## src/rtl/spike_count_decoder_if.sv

```systemverilog
// spike_count_decoder_if: spike input, window strobe and class handshake bundle; sat_flag exists unless SPIKE_DECODER_SAT_EN is defined
interface spike_count_decoder_if #(
  parameter int N_OUT = 2,
  parameter int CNT_W = 5
);
  localparam int IDX_W = $clog2(N_OUT) > 1 ? $clog2(N_OUT) : 1;
  logic             spike_valid;
  logic [N_OUT-1:0] out_spikes;
  logic             window_done;
  logic [IDX_W-1:0] class_o;
  logic [CNT_W-1:0] class_count;
  logic             no_spike;
  logic             class_valid;
  logic             class_ready;
  logic             busy;
  logic             overrun;
`ifndef SPIKE_DECODER_SAT_EN
  logic             sat_flag;
`endif
  modport master (
    output spike_valid, out_spikes, window_done, class_ready,
    input  class_o, class_count, no_spike, class_valid, busy, overrun
`ifndef SPIKE_DECODER_SAT_EN
    , sat_flag
`endif
  );
  modport slave (
    input  spike_valid, out_spikes, window_done, class_ready,
    output class_o, class_count, no_spike, class_valid, busy, overrun
`ifndef SPIKE_DECODER_SAT_EN
    , sat_flag
`endif
  );
endinterface

```

## src/rtl/spike_count_decoder.sv

```systemverilog
// spike_count_decoder: per-neuron spike counts, sequential argmax, class handshake
// Define SPIKE_DECODER_SAT_EN for saturating counters; otherwise counters wrap and sat_flag is sticky.
module spike_count_decoder #(
  parameter int N_OUT = 2,
  parameter int CNT_W = 5
) (
  input logic             clk,
  input logic             rst,
  spike_count_decoder_if.slave bus
);
  localparam int IDX_W = $clog2(N_OUT) > 1 ? $clog2(N_OUT) : 1;
  localparam int SW    = $clog2(N_OUT + 1);
  typedef enum logic [1:0] {ACCUM, SCAN, HOLD} state_t;
  state_t           state, state_n;
  logic [CNT_W-1:0] cnt [N_OUT];
  logic [CNT_W-1:0] nxt [N_OUT];
  logic [CNT_W-1:0] snap [N_OUT];
  logic [CNT_W-1:0] cur, best;
  logic [SW-1:0]    idx;
  logic [IDX_W-1:0] best_idx;
  logic             scan_end;
`ifndef SPIKE_DECODER_SAT_EN
  logic [N_OUT-1:0] wrap;
`endif
  always_comb begin
    cur = '0;
`ifndef SPIKE_DECODER_SAT_EN
    wrap = '0;
`endif
    for (int i = 0; i < N_OUT; i++) begin
      if (idx == SW'(i)) cur = snap[i];
`ifdef SPIKE_DECODER_SAT_EN
      nxt[i] = (bus.spike_valid && bus.out_spikes[i] && cnt[i] != '1) ? cnt[i] + 1'b1 : cnt[i];
`else
      {wrap[i], nxt[i]} = {1'b0, cnt[i]} + (CNT_W + 1)'(bus.spike_valid & bus.out_spikes[i]);
`endif
    end
  end
  // idx runs one past the last neuron so the result registers one cycle after the final compare
  assign scan_end = state == SCAN && idx == SW'(N_OUT);
  always_comb
    state_n = (state == ACCUM && bus.window_done) ? SCAN :
              scan_end                            ? HOLD :
              (state == HOLD && bus.class_ready)  ? ACCUM : state;
  always_ff @(posedge clk or posedge rst)
    if (rst) begin
      for (int i = 0; i < N_OUT; i++) begin
        cnt[i]  <= '0;
        snap[i] <= '0;
      end
      state           <= ACCUM;
      idx             <= '0;
      best            <= '0;
      best_idx        <= '0;
      bus.class_o     <= '0;
      bus.class_count <= '0;
      bus.no_spike    <= 1'b0;
      bus.class_valid <= 1'b0;
      bus.busy        <= 1'b0;
      bus.overrun     <= 1'b0;
`ifndef SPIKE_DECODER_SAT_EN
      bus.sat_flag    <= 1'b0;
`endif
    end else begin
      for (int i = 0; i < N_OUT; i++) begin
        cnt[i] <= bus.window_done ? '0 : nxt[i];
        if (state == ACCUM && bus.window_done) snap[i] <= nxt[i];
      end
`ifndef SPIKE_DECODER_SAT_EN
      bus.sat_flag <= bus.sat_flag | (|wrap);
`endif
      state           <= state_n;
      bus.busy        <= state_n == SCAN;
      bus.class_valid <= state_n == HOLD;
      if (state != ACCUM && bus.window_done) bus.overrun <= 1'b1;
      idx <= state == SCAN ? idx + 1'b1 : '0;
      if (state == ACCUM) begin
        best     <= '0;
        best_idx <= '0;
      end else if (state == SCAN && cur > best) begin
        best     <= cur;
        best_idx <= idx[IDX_W-1:0];
      end
      if (scan_end) begin
        bus.class_o     <= best_idx;
        bus.class_count <= best;
        bus.no_spike    <= best == '0;
      end
    end
endmodule
```

## src/flat_wrapper.sv

```systemverilog
// flat-port wrapper written by rule: the top's interface ports become plain ports
module spike_count_decoder_flat 
#(
  parameter int N_OUT = 2,
  parameter int CNT_W = 5
)
  (clk, rst, bus_spike_valid, bus_out_spikes, bus_window_done, bus_class_ready, bus_class_o, bus_class_count, bus_no_spike, bus_class_valid, bus_busy, bus_overrun, bus_sat_flag);
  spike_count_decoder_if #(.N_OUT(N_OUT), .CNT_W(CNT_W)) bus_i ();
  input logic clk;
  input logic rst;
  input wire logic [$bits(bus_i.spike_valid)-1:0] bus_spike_valid;
  input wire logic [$bits(bus_i.out_spikes)-1:0] bus_out_spikes;
  input wire logic [$bits(bus_i.window_done)-1:0] bus_window_done;
  input wire logic [$bits(bus_i.class_ready)-1:0] bus_class_ready;
  output wire logic [$bits(bus_i.class_o)-1:0] bus_class_o;
  output wire logic [$bits(bus_i.class_count)-1:0] bus_class_count;
  output wire logic [$bits(bus_i.no_spike)-1:0] bus_no_spike;
  output wire logic [$bits(bus_i.class_valid)-1:0] bus_class_valid;
  output wire logic [$bits(bus_i.busy)-1:0] bus_busy;
  output wire logic [$bits(bus_i.overrun)-1:0] bus_overrun;
  output wire logic [$bits(bus_i.sat_flag)-1:0] bus_sat_flag;
  assign bus_i.spike_valid = bus_spike_valid;
  assign bus_i.out_spikes = bus_out_spikes;
  assign bus_i.window_done = bus_window_done;
  assign bus_i.class_ready = bus_class_ready;
  assign bus_class_o = bus_i.class_o;
  assign bus_class_count = bus_i.class_count;
  assign bus_no_spike = bus_i.no_spike;
  assign bus_class_valid = bus_i.class_valid;
  assign bus_busy = bus_i.busy;
  assign bus_overrun = bus_i.overrun;
  assign bus_sat_flag = bus_i.sat_flag;
  spike_count_decoder #(.N_OUT(N_OUT), .CNT_W(CNT_W)) u_core (.clk(clk), .rst(rst), .bus(bus_i));
endmodule
```

## config.mk

```make
export PLATFORM = sky130hd
export DESIGN_NAME = spike_count_decoder_flat
export DESIGN_NICKNAME = d
export VERILOG_FILES = /design/src/rtl/spike_count_decoder_if.sv /design/src/rtl/spike_count_decoder.sv /design/src/flat_wrapper.sv
export SDC_FILE = /design/constraint.sdc
export NUM_CORES = 1
export LEC_CHECK = 0
export ABC_AREA = 1
export BUFFER_PORTS_ARGS = -buffer_cell sky130_fd_sc_hd__clkbuf_2
export CORE_ASPECT_RATIO = 1.25
export CORE_MARGIN = 2
export CORE_UTILIZATION = 40
export CTS_CLUSTER_DIAMETER = 80
export CTS_CLUSTER_SIZE = 28
export DETAILED_ROUTE_END_ITERATION = 10
export PLACE_DENSITY_LB_ADDON = 0.15
export SETUP_SLACK_MARGIN = 0.05
export SLEW_MARGIN = 20
export SYNTH_ARGS = -nofsm -noshare
export SYNTH_HDL_FRONTEND = slang
export SYNTH_SLANG_ARGS = --single-unit
export TNS_END_PERCENT = 50
```

## constraint.sdc

```tcl
create_clock -name clk -period 1.8 [get_ports clk]
set_input_delay 0.09 -clock clk [delete_from_list [all_inputs] [get_ports clk]]
set_output_delay 0.09 -clock clk [all_outputs]
set_load 0.005 [all_outputs]
```

==> qor_table.md <==
| Item | Reported |
| --- | --- |
| Top cell types by occurrence after synthesis | nand2_1, dfrtp_1, inv_1 |
| Synthesized-area fraction occupied by ao, oa, aoi and oai cells | 0.0632 |
| Number of different library cells in the post-synthesis netlist | 20 |
| Post-route clock period utilization | 1.06 |
| CP Launch Type | flop |
| Top cells by area in the synthesized netlist | dfrtp_1, nand2_1, ha_1 |
| Area share of the largest cell type after synthesis | 0.551 |
| Starting density of the core | 0.418 |
| Post-Syn Area per Cell | 9.26 µm² |
| Final Hold Vio Count | 0 |
| Placement Rows | 27 |
| Crit path setup slack, layout | -0.111 ns |
| Yosys top cell by area | dfrtp_1 |
| Total I/O pin count | 18 |
| Max Root-Sink Buffers | 2 |
| PD cells | 656 nW/µm² |
| Type of element capturing the critical path | flop |
| Failing checks | negative setup slack |
| Setup slack, reg-to-reg | -0.11 ns |
| Number of antenna violations at the first check in global routing | 0 |
| CORE AREA | 4460 µm² |
| Critical R2R Capture | u_core.best[0] |
| TritonCTS clock tree | yes |
| Area share of xor/xnor cells in the synthesized design | 0.0282 |
| Final Wtd Congestion | 0.783 |
| Area of the die | 5220 µm² |
| Total length of routed wires | 3.50 mm |
| Top achievable clock speed | 523 MHz |
| Most frequently used flop master after synthesis | dfrtp_1 |
| Yosys synthesis warning count | 0 |
| Shortest clock period the worst path allows after layout | 1.91 ns |
| Endpoint of the worst hold-timing path | u_core.state[1] |
| Drt via density | 4.59 |
| Residual antenna-violating net count after detailed routing | 0 |
| Final Slew Violations | 0 |
| Level count of the clock H-tree | 2 |
| Slew @ Worst Pin | 0.519 ns |
| Multiplexer fraction of the synthesized cell area | 0.00605 |
| Slew margin rel. | 0.654 |
| Adder and majority cell fraction of the synthesized area | 0.0806 |
| Sinks on the clock net | 41 |
| Main combinational cell family by area after synthesis | simple AND/OR/NAND/NOR gates |
| Hold-critical path depth | 4 |
| Simple-gate portion of the synthesized area | 0.202 |
| Most common cell in the netlist | nand2_1 |
| Global-route usage over all layers | 0.154 |
| Arrival time worst endpoint | 2.09 ns |
| Height of the die | 80.3 µm |
| Flip-flop and latch count after synthesis | 41 |
| Clock input transition at the sequential cells of the worst setup and hold paths | 0.07 ns |
| Class of the most critical hold timing path | in2reg |
| Total leakage power | 0.00119 µW |
| Setup crit start | u_core.idx[1] |
| Result of the run | finished with violations |
| Start of the worst register-to-register path | u_core.idx[1] |
| Overall Power | 1570 µW |
| DRT iter0 DRCs | 75 |
| Crit path max fanout | 6 |
| Required arrival time at the worst endpoint | 1.98 ns |
| Pin count of the biggest net entering global routing | 42 |
| Setup repair after global routing missed its margin | yes |
| Share of the yosys chip area belonging to registers | 0.551 |
| Width of the die | 65.0 µm |
| Summed instance area of the synthesized netlist | 1860 µm² |
| Clock skew after layout | 0.00412 ns |
| Via Count | 1345 |
| Num CTS Buffers | 5 |
| Max-capacitance violation count | 0 |
| Buffers added on ports | 17 |
| First-pass GRT wire length | 6.00 mm |
| Number of diodes | 0 |
| Util after Layout | 0.535 |
| Root Buffer | clkbuf_8 |
| Startpoint of the worst hold path | bus_class_ready |
| Share of final-layout standard cells stronger than drive strength 1 | 0.294 |
| Synthesized instance count | 201 |
| Total setup violations reported at the end of the flow | 6 |
| Count of unresolved DRC violations after routing | 0 |
| Area delta synth->final | 28.1% |
| Placed wire-length estimate after detailed placement | 2.47 mm |
| Pre-Repair DR Iteration Count | 4 |
| Number of flops mapped to enable cells by yosys | 0 |
| Maximum vdd ir drop | 0.405 mV |
| Routed WL per cell | 11.9 µm |
| Worst-skew pair later-pin latency | 0.28 ns |
| Final net count | 254 |
| Synthesized net count | 220 |
| Crit Path Category | reg2reg |
| GRT overflow | 0 |
| Vias in the first global route | 1320 |
| Logic depth of the worst register-to-register path | 15 |
| Post-synth ARST share | 1.00 |
==> power by group <==
group	total, µW	internal (µW)	leakage, µW	switching (µW)
registers	928	926	0.000545	2.14
logic	47.8	13.8	0.000600	34.0
clock network	589	304	0.0000443	285
==> registers in the layout, indices dropped and copies added (netlist names), 2 cells and up <==
| register | cells |
|---|---|
| u_core.best | 5 |
| u_core.cnt | 10 |
| u_core.idx | 2 |
| u_core.snap | 10 |
| u_core.bus.class_count | 5 |
| u_core.state | 2 |
==> repair_timing <==
| item | 4_1_cts | 5_1_grt |
|---|---|---|
| pin swaps | 13 | 10 |
| hold buffers | 1 | 0 |
| gates resized for setup | 22 | 12 |
| buffers inserted | 1 | 2 |
| hold endpoints to repair | 41 | 0 |
| endpoints found under the setup margin | 6 | 6 |
==> metal layers <==
layer,vias up,GRT usage,share of wire
li1,700,-,-
met1,619,0.184,0.45
met2,20,0.264,0.50
met3,6,0.0420,0.031
met4,0,0.0563,0.017
met5,-,0,0
==> how the worst max path moves through the flow <==
stage          cells past startpoint              end
3_5_place_dp                      14   u_core.best[2]
4_1_cts                           14   u_core.best[3]
2_1_floorplan                     13   u_core.best[0]
5_1_grt                           15   u_core.best[0]
6_report                          15   u_core.best[0]
3_3_place_gp                      15  u_core.best_idx
==> through the flow <==
stage | hold slack [ns] | setup TNS, ns | area (µm²) | instances | setup slack, ns
after floorplan | 0.211 | -0.639 | 1890 | 201 | -0.107
after global placement | 0.227 | -0.973 | 2090 | 282 | -0.167
after detailed placement | 0.230 | -1.11 | 2090 | 282 | -0.191
after CTS | 0.113 | -0.670 | 2300 | 291 | -0.116
after global routing | 0.156 | -1.40 | 2380 | 293 | -0.251
final | 0.122 | -0.636 | 2380 | 293 | -0.111
==> cells by family (layout without fill, tap and decap cells) <==
kind of cell,after synthesis,count (layout)
compound gates,22,22
mux,1,1
fa+ha+maj,12,12
simple gates,87,87
buf+inv,32,66
xor+xnor,6,6
flops,41,41
==> area by class of cell <==
class	instances	area (µm²)
clock buffers	7	86.3
inverters	29	111
multi-input cells	128	896
repair buffers	30	193
fillers	447	2070
flip-flops and latches	41	1030
well taps	58	72.6
==> placed cells by master, fill, tap and decap left out <==
cell type | netlist | final
nand3b_1 | 3 | 3
inv_1 | 29 | 25
o22ai_2 | 0 | 1
clkbuf_8 | 0 | 6
buf_6 | 1 | 2
xor2_1 | 6 | 6
dlygate4sd3_1 | 0 | 1
a21oi_2 | 1 | 1
a21oi_1 | 3 | 2
a21oi_4 | 0 | 1
nand3_1 | 17 | 11
ha_1 | 12 | 6
nor2_1 | 16 | 15
nand4_1 | 1 | 1
inv_4 | 0 | 1
nand3_2 | 1 | 6
dfrtp_1 | 41 | 41
nand2_8 | 0 | 1
nand2_2 | 3 | 8
clkbuf_2 | 0 | 17
a21o_1 | 1 | 1
nand2_4 | 0 | 3
mux2_2 | 1 | 1
nand2_1 | 46 | 37
inv_2 | 0 | 3
nor2_4 | 0 | 1
ha_4 | 0 | 6
buf_4 | 0 | 10
clkbuf_1 | 0 | 1
nand3_4 | 0 | 1
o21ai_0 | 16 | 16
==> worst max-delay path, cell delays in order, from the launching register on <==
cell and delay [ns]:
dfrtp_1 0.39, inv_2 0.10, ha_4 0.14, inv_2 0.05, nand2_4 0.06, inv_4 0.04, nand2_2 0.07, nand2_4 0.06
ha_4 0.27, nand2_4 0.06, nor2_4 0.15, nand2_2 0.09, nand3_4 0.11, nand2_8 0.08, nand3_2 0.07, nand2_1 0.05
No activity file was read; power rests on OpenSTA's default activity.
